===== src/rtl/uart_pkg.sv =====
// Shared types and defaults for the UART FIFO controller: FSM state enums,
// default FIFO depths and a pointer-width helper used by the byte FIFOs.
package uart_pkg;

    localparam int DEFAULT_TX_DEPTH = 4;
    localparam int DEFAULT_RX_DEPTH = 4;
    localparam int DATA_W           = 8;

    typedef enum logic [1:0] {
        TX_IDLE,
        TX_BUSY,
        TX_RELEASE
    } tx_state_e;

    typedef enum logic [1:0] {
        RX_IDLE,
        RX_WAIT,
        RX_ACK
    } rx_state_e;

    // A depth of 1 still needs a one-bit pointer so the index vector is legal.
    function automatic int ptr_w(input int depth);
        return (depth > 1) ? $clog2(depth) : 1;
    endfunction

endpackage


===== src/rtl/byte_fifo.sv =====
// Show-ahead byte FIFO: head_o presents the oldest entry (0 when empty).
// A push into a full FIFO is accepted only when a pop happens in the same cycle.
module byte_fifo
    import uart_pkg::*;
#(
    parameter int DEPTH = 4
) (
    input  logic                    clk,
    input  logic                    rst,
    input  logic                    push_i,
    input  logic [DATA_W-1:0]       push_data_i,
    input  logic                    pop_i,
    output logic [DATA_W-1:0]       head_o,
    output logic                    empty_o,
    output logic                    full_o,
    output logic [$clog2(DEPTH):0]  count_o
);

    localparam int PW = ptr_w(DEPTH);
    localparam int CW = $clog2(DEPTH) + 1;
    localparam logic [CW-1:0] DEPTH_C = CW'(DEPTH);
    localparam logic [PW-1:0] LAST_C  = PW'(DEPTH - 1);

    logic [DATA_W-1:0] mem_q [DEPTH];
    logic [PW-1:0]     wr_ptr_q, wr_ptr_d;
    logic [PW-1:0]     rd_ptr_q, rd_ptr_d;
    logic [CW-1:0]     count_q, count_d;
    logic              do_push;
    logic              do_pop;

    assign empty_o = (count_q == '0);
    assign full_o  = (count_q == DEPTH_C);
    assign count_o = count_q;
    assign do_pop  = pop_i && !empty_o;
    assign do_push = push_i && (!full_o || do_pop);
    assign head_o  = empty_o ? '0 : mem_q[rd_ptr_q];

    // Pointers wrap explicitly at DEPTH-1 so the FIFO is correct for any depth.
    always_comb begin
        wr_ptr_d = wr_ptr_q;
        rd_ptr_d = rd_ptr_q;
        count_d  = count_q;
        if (do_push) begin
            wr_ptr_d = (wr_ptr_q == LAST_C) ? '0 : wr_ptr_q + PW'(1);
        end
        if (do_pop) begin
            rd_ptr_d = (rd_ptr_q == LAST_C) ? '0 : rd_ptr_q + PW'(1);
        end
        case ({do_push, do_pop})
            2'b10:   count_d = count_q + CW'(1);
            2'b01:   count_d = count_q - CW'(1);
            default: count_d = count_q;
        endcase
    end

    always_ff @(posedge clk) begin
        if (rst) begin
            wr_ptr_q <= '0;
            rd_ptr_q <= '0;
            count_q  <= '0;
        end else begin
            wr_ptr_q <= wr_ptr_d;
            rd_ptr_q <= rd_ptr_d;
            count_q  <= count_d;
        end
    end

    always_ff @(posedge clk) begin
        if (do_push) begin
            mem_q[wr_ptr_q] <= push_data_i;
        end
    end

endmodule


===== src/rtl/uart_fifo_ctrl.sv =====
// CPU-side FIFO controller for a UART: a TX FIFO drained by the TX handshake FSM
// and an RX FIFO filled by the RX handshake FSM, running independently.
module uart_fifo_ctrl
    import uart_pkg::*;
#(
    parameter int TX_DEPTH = DEFAULT_TX_DEPTH,
    parameter int RX_DEPTH = DEFAULT_RX_DEPTH
) (
    input  logic                        clk,
    input  logic                        rst,
    input  logic                        wr_en,
    input  logic [DATA_W-1:0]           wr_data,
    output logic                        tx_full,
    output logic [$clog2(TX_DEPTH):0]   tx_count,
    input  logic                        rd_en,
    output logic [DATA_W-1:0]           rd_data,
    output logic                        rx_empty,
    output logic [$clog2(RX_DEPTH):0]   rx_count,
    output logic                        rx_overflow,
    input  logic                        ovf_clear,
    output logic                        start_tx,
    output logic [DATA_W-1:0]           tx_value,
    input  logic                        tx_done,
    input  logic                        rx_available,
    input  logic [DATA_W-1:0]           rx_value,
    output logic                        rx_clear
);

    tx_state_e         tx_state_q, tx_state_d;
    logic              start_tx_q, start_tx_d;
    logic [DATA_W-1:0] tx_value_q, tx_value_d;
    logic              tx_pop;
    logic              tx_empty;
    logic [DATA_W-1:0] tx_head;

    rx_state_e         rx_state_q, rx_state_d;
    logic              rx_clear_q, rx_clear_d;
    logic              rx_overflow_q, rx_overflow_d;
    logic              rx_push;
    logic              rx_full;

    // Writes into a full TX FIFO are dropped even if the FSM pops that cycle.
    byte_fifo #(
        .DEPTH       (TX_DEPTH)
    ) u_tx_fifo (
        .clk         (clk),
        .rst         (rst),
        .push_i      (wr_en && !tx_full),
        .push_data_i (wr_data),
        .pop_i       (tx_pop),
        .head_o      (tx_head),
        .empty_o     (tx_empty),
        .full_o      (tx_full),
        .count_o     (tx_count)
    );

    byte_fifo #(
        .DEPTH       (RX_DEPTH)
    ) u_rx_fifo (
        .clk         (clk),
        .rst         (rst),
        .push_i      (rx_push),
        .push_data_i (rx_value),
        .pop_i       (rd_en),
        .head_o      (rd_data),
        .empty_o     (rx_empty),
        .full_o      (rx_full),
        .count_o     (rx_count)
    );

    always_comb begin
        tx_state_d = tx_state_q;
        start_tx_d = start_tx_q;
        tx_value_d = tx_value_q;
        tx_pop     = 1'b0;
        case (tx_state_q)
            TX_IDLE: begin
                if (!tx_empty) begin
                    tx_pop     = 1'b1;
                    start_tx_d = 1'b1;
                    tx_value_d = tx_head;
                    tx_state_d = TX_BUSY;
                end
            end
            TX_BUSY: begin
                if (tx_done) begin
                    start_tx_d = 1'b0;
                    tx_state_d = TX_RELEASE;
                end
            end
            TX_RELEASE: begin
                start_tx_d = 1'b0;
                tx_state_d = TX_IDLE;
            end
            default: begin
                start_tx_d = 1'b0;
                tx_state_d = TX_IDLE;
            end
        endcase
    end

    always_ff @(posedge clk) begin
        if (rst) begin
            tx_state_q <= TX_IDLE;
            start_tx_q <= 1'b0;
            tx_value_q <= '0;
        end else begin
            tx_state_q <= tx_state_d;
            start_tx_q <= start_tx_d;
            tx_value_q <= tx_value_d;
        end
    end

    // rx_value is only trusted one cycle after rx_available rises, hence RX_WAIT.
    // A byte is lost only when the FIFO is full and the CPU is not popping.
    always_comb begin
        rx_state_d    = rx_state_q;
        rx_clear_d    = rx_clear_q;
        rx_overflow_d = rx_overflow_q;
        rx_push       = 1'b0;
        if (ovf_clear) begin
            rx_overflow_d = 1'b0;
        end
        case (rx_state_q)
            RX_IDLE: begin
                if (rx_available) begin
                    rx_state_d = RX_WAIT;
                end
            end
            RX_WAIT: begin
                rx_push    = 1'b1;
                rx_clear_d = 1'b1;
                rx_state_d = RX_ACK;
                if (rx_full && !rd_en) begin
                    rx_overflow_d = 1'b1;
                end
            end
            RX_ACK: begin
                if (!rx_available) begin
                    rx_clear_d = 1'b0;
                    rx_state_d = RX_IDLE;
                end
            end
            default: begin
                rx_clear_d = 1'b0;
                rx_state_d = RX_IDLE;
            end
        endcase
    end

    always_ff @(posedge clk) begin
        if (rst) begin
            rx_state_q    <= RX_IDLE;
            rx_clear_q    <= 1'b0;
            rx_overflow_q <= 1'b0;
        end else begin
            rx_state_q    <= rx_state_d;
            rx_clear_q    <= rx_clear_d;
            rx_overflow_q <= rx_overflow_d;
        end
    end

    assign start_tx    = start_tx_q;
    assign tx_value    = tx_value_q;
    assign rx_clear    = rx_clear_q;
    assign rx_overflow = rx_overflow_q;

endmodule


===== config.mk =====
export PLATFORM = sky130hd
export DESIGN_NAME = uart_fifo_ctrl
export DESIGN_NICKNAME = d
export VERILOG_FILES = /design/src/rtl/uart_pkg.sv /design/src/rtl/byte_fifo.sv /design/src/rtl/uart_fifo_ctrl.sv
export SDC_FILE = /design/constraint.sdc
export NUM_CORES = 1
export LEC_CHECK = 0
export ABC_CLOCK_PERIOD_IN_PS = 2700
export BUFFER_PORTS_ARGS = -buffer_cell sky130_fd_sc_hd__buf_4
export CAP_MARGIN = 15
export CORE_MARGIN = 4
export CORE_UTILIZATION = 51
export DETAILED_ROUTE_END_ITERATION = 7
export PLACE_DENSITY = 0.81
export SYNTH_ARGS = -nofsm -noshare
export SYNTH_HDL_FRONTEND = slang
export SYNTH_SLANG_ARGS = --single-unit

===== constraint.sdc =====
create_clock -name clk -period 2.7 [get_ports clk]
set_clock_uncertainty 0.2 [all_clocks]
set_input_delay 0.675 -clock clk [delete_from_list [all_inputs] [get_ports clk]]
set_output_delay 0.675 -clock clk [all_outputs]
set_load 0.1 [all_outputs]

# == Word level (Yosys, flattened, before mapping) ==
# Memories as Yosys holds them, arrays and structs flattened. A register that Yosys moved wholly into a read port is not among the register bits.
# Cells that the tools add are included.
# classes
bitwise_logic,2
n_eq_ne,17
n_reduce_logical,23
n_addsub,8
n_mux,30
# op_table
cell,n
$mux 2,10
$eq 2x2->1 const B,7
$mux 1,13
$pmux 3 s2,2
$add 2x1->2 const B,4
$eq 2x1->1 const B,4
$mux 8,1
$ne 2x2->1 const B,4
$reduce_and 2->1,4
$add 3x1->3 const B,2
$eq 3x3->1 const B,2
$logic_and 1x1->1,6
$logic_not 3->1,2
$pmux 2 s3,1
$sub 3x1->3 const B,2
$logic_not 1->1,5
$logic_not 2->1,2
$pmux 2 s2,1
$reduce_bool 2->1,2
$pmux 1 s3,1
$logic_or 1x1->1,2
$not 1->1,2
$pmux 1 s2,1
# totals
mem_bits_rw,64
mem_count,2
elab_cells,93
inputBits,23
reg_bits,21
# memory_table
memory,depth,width,rd,rd_clocked_by_memory_dff,wr,line_no,rtl
u_rx_fifo.mem_q,4,8,1,1,1,byte_fifo.sv:24,logic [DATA_W-1:0] mem_q [DEPTH];
u_tx_fifo.mem_q,4,8,1,1,1,byte_fifo.sv:24,

# == Logic depth before layout (Yosys ltp) ==
# Gate-level depths: netlist of the first run.
# logic_depth
depth_word,8
ltp_mapped,9
depth_no_buf,9

# == By module ==
# Synthesis of the first run repeated with hierarchy kept, for this count alone.
# hier_totals
hier_cells,297
hier_area_um2,4129.0
# by_module_without_submodules
mod,area_per_inst_um2,n_inst,cells_per_inst
byte_fifo,1769.2,2,117
uart_fifo_ctrl,590.6,1,63

# == Worst setup path after synthesis of the first run ==
# OpenSTA, ideal clock, no wires.
# synth_path
path_type,reg2out
startpoint,register u_rx_fifo.count_q[0] (netlist: u_rx_fifo.count_o[0])
endpoint,output rd_data[0]
stages_incl_launch_ff,3
setup_slack_ns,-2.796
path_buffers,0
arrival_time_ns,4.621
cell_sequence,dfxtp_1 nor3_1 nor2b_1
# synth_between
elab_chain_len,2
# synth_rtl
element,line_no,rtl
from (decl),byte_fifo.sv:27,"logic [CW-1:0] count_q, count_d;"
from (signal assigned),byte_fifo.sv:64,count_q <= count_d;
$logic_not 3->1,byte_fifo.sv:31,assign empty_o = (count_q == '0);
named net rx_empty,uart_fifo_ctrl.sv:17,"output logic rx_empty,"
$mux 8,byte_fifo.sv:36,assign head_o = empty_o ? '0 : mem_q[rd_ptr_q];
to (decl),uart_fifo_ctrl.sv:16,"output logic [DATA_W-1:0] rd_data,"
# The timed path passes the listed nets, and every way through them passes these cells.

==> results.yml, run 1 <==
final_layout:
  diodes: 0
  layout-drive-gt1-share_pct: 33.5
  syn_to_final_growth_pct: 20.7
  final_common_cell: "edfxtp_1"
  num-fill-cells: 577
  layout_common_cells: "edfxtp_1, buf_4, dfxtp_1"
  layout.nets: 348
cts:
  numCtsBuffers: 9
  cts_max_level: 3
  clk_pin_slew_worst_paths_ns: 0.09
  cts-root-buf: "clkbuf_8"
  post-cts-setup-buffer-count: 0
  insertion_delay_ns: 0.35
  holdBufCountCts: 0
  cts_tree: "done"
  cts.path.max_buffers: 2
  clkSinkCount: 95
synth:
  synth_warnings: 0
  synthesis.area_um2: 3820
  synth_edf_count: 64
  yosysTopAreaCell: "edfxtp_1"
  synth_seq_cells: 95
  synth_top_area_share_pct: 50.3
  syn-num-nets: 293
  synthCells: 256
  ys_types: 35
  ys_seq_area_share_pct: 66.6
  ys.flop_type: "edfxtp_1"
  async_flop_share_pct: 0
  synth_area_leaders: "edfxtp_1, dfxtp_1, mux4_2, ha_1, a21oi_1"
  avgSynthCellArea_um2: 14.9
detailed_routing:
  vias_per_cell: 5.30
  routedWlPerCell_um: 15.8
  drtIter0Drc: 76
  drt-total-wl_um: 6550
  dr.pass1.iters: 4
  remaining_drc_errors: 0
  drt.antenna.violating_nets: 0
  vias: 2201
place:
  port_buffers: 49
  pre_cts_ws_ns: -0.0337
  post-dp-hpwl_um: 4410
  gp_congestion: 0.769
worst_setup_path:
  critPathMaxFanout: 8
  worstSetupPathType: "reg -> out"
  crit_path_end_kind: "output pin"
  cp-start-kind: "flip-flop"
  critPathMaxStageDelay_ns: 0.51
  arrival_ns: 1.75
  worst_path_max_delay_cell: "mux4_2"
  crit_chain: "buf_6, mux4_2, and2b_4, buf_4"
  cp_data_required_time_ns: 1.82
hold_path:
  worstHoldPathType: "reg -> reg"
floorplanning:
  die_width_um: 94.5
  ios: 50
  rows: 31
  core_um2: 7250
  die_area_um2: 8940
  start_util_pct: 52.6
  die_h_um: 94.5
run_status:
  status: "finished, final reports clean"
global_routing:
  grt_pass1_wl_um: 10800
  grt_max_degree: 30
  overflow: 0
  track_usage_pct: 16.0
  antenna_found_initial: 0
  grt_pass1_vias: 2246
timing:
  setup_slack_ns: 0.0785
  final-setup-viol-count: 0
  drv_slew: 0
  fmax_ghz: 0.381
  hold_viol: 0
  tns_ns: 0
  slew_headroom_pct: 49.4
  max_slew.worst_pin.slew_ns: 0.757
  fin_crit_sh_pct: 97.1
  rsz0062_at_grt: "no"
  hold_slack_ns: 0.291
  min_period_ns: 2.62
pwr:
  ir_drop_mv: 0.859
  p_leak_uw: 0.00167
  p_per_area_nw_per_um2: 1170
job:
  maxCapViolations: 0
## worst paths after layout
kind / from / end / slack (ns) / cells past startpoint
hold / removal: tx_value[5] / tx_value[5] / 0.29 / 2
setup reg to reg: u_rx_fifo.count_o[1] / u_rx_fifo.count_o[2] / 0.33 / 9
hold reg to reg: tx_value[5] / tx_value[5] / 0.29 / 2
setup / recovery: flip-flop / rd_data[6] / 0.08 / 4
## stage by stage
stage / power [uW] / utilization, % / cell area, um^2 / std cells
3_5_place_dp: 4460 / 60.7 / 4400 / 399
3_3_place_gp: 4420 / 60.7 / 4400 / 399
6_report: 5370 / 63.6 / 4610 / 415
4_1_cts: 5420 / 63.5 / 4610 / 415
5_1_grt: 5650 / 63.6 / 4610 / 415
2_1_floorplan: 3960 / - / 3920 / 256
## critical path: cells and delay by family, from the launching register on
| family | cells | cell delay (ns) |
|---|---|---|
| muxes | 1 | 0.51 |
| buffers and inverters | 2 | 0.38 |
| DFF | 1 | 0.33 |
| and+or+nand+nor | 1 | 0.17 |
## cells by family after synthesis
group,count (synthesis),share of synthesized area [%]
AO/OA/AOI/OAI,41,5.70
XOR/XNOR,4,0.918
adder cells (fa/ha/maj),14,4.98
buffers and inverters,21,2.33
flip-flops,95,66.6
multiplexers,18,9.96
AND/OR/NAND/NOR,63,9.53
## cell type report
type,count,area (um^2),area share [%]
repair buffers,54,409,8.88
multi-input cells,140,1270,27.6
clock inverters,5,72.6,1.57
well taps,99,124,2.69
inverters,11,41.3,0.896
flip-flops and latches,95,2560,55.5
clock buffers,11,131,2.85
## sequential cells by signal (all words and copies together), names as in the netlist, named ones only
signal and count:
rx_clear 1, rx_overflow 1, rx_state_q 2, start_tx 1
tx_state_q 2, tx_value 8, u_rx_fifo.count_o 3, u_rx_fifo.mem_q 32
u_rx_fifo.rd_ptr_q 2, u_rx_fifo.wr_ptr_q 2, u_tx_fifo.count_o 3, u_tx_fifo.mem_q 32
u_tx_fifo.rd_ptr_q 2, u_tx_fifo.wr_ptr_q 2
## power breakdown
group | internal [uW] | total [uW] | switching [uW]
logic | 743 | 2480 | 1740
clock network | 515 | 964 | 449
registers | 1750 | 1930 | 176
## synthesized netlist by cell type, types with 4 or more instances
master	number
edfxtp_1	64
clkbuf_1	5
nor2_1	14
nand3_1	9
and2_1	8
o21ai_0	16
and2b_1	4
nor2b_1	6
mux4_2	16
a21oi_1	20
dfxtp_1	31
nor3_1	4
inv_1	11
ha_1	12
## per-layer routing
metal / track usage [%] / vias to the layer above / wire length, um
met5: 0 / - / 0
met4: 5.89 / 0 / 76
met3: 4.30 / 8 / 262
met2: 28.2 / 43 / 3520
met1: 18.9 / 1085 / 2690
li1: - / 1065 / -
## repair_timing
| item | CTS | global route |
|---|---|---|
| hold endpoints to repair | 0 | 0 |
| setup endpoints to repair | 0 | 6 |
| gates resized for setup | 0 | 1 |
Power figures use the tool's default switching activity.
==> run 2: changes to the inputs <==
Settings changed: RECOVER_POWER set to 100.
==> results.yml, run 2 (synthesis gave the netlist of run 1 again) <==
global_routing:
  grt_pass1_vias: 2246
  grt_max_degree: 30
  grt_util_met2_pct: 28.2
  gr-usage-met1_pct: 18.9
  overflow: 0
  grtUsageMet3_pct: 4.30
  grt_pass1_wl_um: 10800
  track_usage_pct: 16.0
  grt.busiest_layer: "met2"
  antenna_found_initial: 0
worst_setup_path:
  worst_path_max_delay_cell: "mux4_2"
  r2r_start: "u_rx_fifo.count_o[1]"
  crit_path_end_kind: "output pin"
  arrival_ns: 1.75
  worstSetupPathType: "reg -> out"
  cp-start-kind: "flip-flop"
  cp_data_required_time_ns: 1.82
  critPathMaxFanout: 8
  crit_chain: "buf_6, mux4_2, and2b_4, buf_4"
  critPathMaxStageDelay_ns: 0.51
floorplanning:
  die_area_um2: 8940
  die_h_um: 94.5
  start_util_pct: 52.6
  die_width_um: 94.5
  ios: 50
  rows: 31
  core_um2: 7250
detailed_routing:
  routedWlPerCell_um: 15.9
  vias: 2217
  drt.antenna.violating_nets: 0
  drt-total-wl_um: 6610
  vias_per_cell: 5.34
  dr.pass1.iters: 4
  drtIter0Drc: 75
  remaining_drc_errors: 0
pwr:
  p_per_area_nw_per_um2: 1180
  fin_total_pwr_uw: 5240
  ir_drop_mv: 0.845
  p_leak_uw: 0.00158
final_layout:
  layout-drive-gt1-share_pct: 25.6
  stdcell_count: 415
  layout_common_cells: "edfxtp_1, dfxtp_1, a21oi_1, clkbuf_1, clkbuf_2"
  diodes: 0
  layout.nets: 348
  num-fill-cells: 601
  final_common_cell: "edfxtp_1"
  syn_to_final_growth_pct: 16.6
  fin_util_pct: 61.4
cts:
  cts-root-buf: "clkbuf_8"
  clk_pin_slew_worst_paths_ns: 0.08
  cts_max_level: 3
  cts_tree: "done"
  clkSinkCount: 95
  numCtsBuffers: 9
  insertion_delay_ns: 0.35
  post-cts-setup-buffer-count: 0
  cts.path.max_buffers: 2
timing:
  max_slew.worst_pin.slew_ns: 1.32
  rsz0062_at_grt: "no"
  slew_headroom_pct: 11.9
  hold_viol: 0
  fin_crit_sh_pct: 97.2
  fmax_ghz: 0.381
  final-setup-viol-count: 0
  setup_slack_ns: 0.0763
  drv_slew: 0
  min_period_ns: 2.62
place:
  pre_cts_ws_ns: -0.0337
  post-dp-hpwl_um: 4410
  port_buffers: 49
  placed_cells: 399
  gp_congestion: 0.769
run_status:
  status: "finished, final reports clean"
hold_path:
  hold_start: "tx_value[4]"
  worstHoldPathType: "reg -> reg"
job:
  maxCapViolations: 0
==> run 2: per-layer routing <==
| layer | share of wire (%) | up-vias | routed length [um] |
|---|---|---|---|
| met1 | 40 | 1091 | 2660 |
| met5 | 0 | - | 0 |
| met4 | 0.98 | 0 | 65 |
| met3 | 4.9 | 6 | 325 |
| li1 | - | 1066 | - |
| met2 | 54 | 54 | 3560 |
==> run 2: worst max-delay path: cells and delay by family, from the launching register on <==
kind | cells | cell delay, ns
mux | 1 | 0.51
buf+inv | 2 | 0.38
flops | 1 | 0.33
simple gates | 1 | 0.17
==> run 2: cell type report <==
cell class,instances,area (um^2),area share (%)
clock buffer,11,131,2.95
clock inverter,5,72.6,1.63
inverter,11,41.3,0.927
multi-input combinational,140,1230,27.7
sequential,95,2550,57.3
tap,99,124,2.78
timing repair buffer,54,297,6.66
==> run 2: path summary, 6_finish.rpt <==
path / end / slack [ns] / cells after the start
setup reg to reg: u_rx_fifo.count_o[2] / 0.19 / 9
hold / removal: tx_value[4] / 0.29 / 2
hold reg to reg: tx_value[4] / 0.29 / 2
setup / recovery: rd_data[6] / 0.08 / 4
==> run 2: repair_timing <==
action	in CTS	in global routing
gates resized for setup	0	1
endpoints found under the setup margin	0	6
hold buffers	0	0
==> run 2: per-stage QoR <==
| step | hold slack, ns | setup TNS (ns) | cell area [um^2] |
|---|---|---|---|
| floorplan | 0.245 | -1.34 | 3920 |
| global placement | 0.257 | 0 | 4400 |
| detailed placement | 0.274 | -0.0337 | 4400 |
| CTS | 0.292 | 0 | 4610 |
| global route | 0.319 | 0 | 4450 |
| finish | 0.288 | 0 | 4450 |
==> run 2: report_power, final <==
part | internal (uW) | switching, uW | total, uW
Sequential | 1750 | 173 | 1920
Clock | 515 | 450 | 966
Combinational | 634 | 1720 | 2360
Total | 2900 | 2340 | 5240
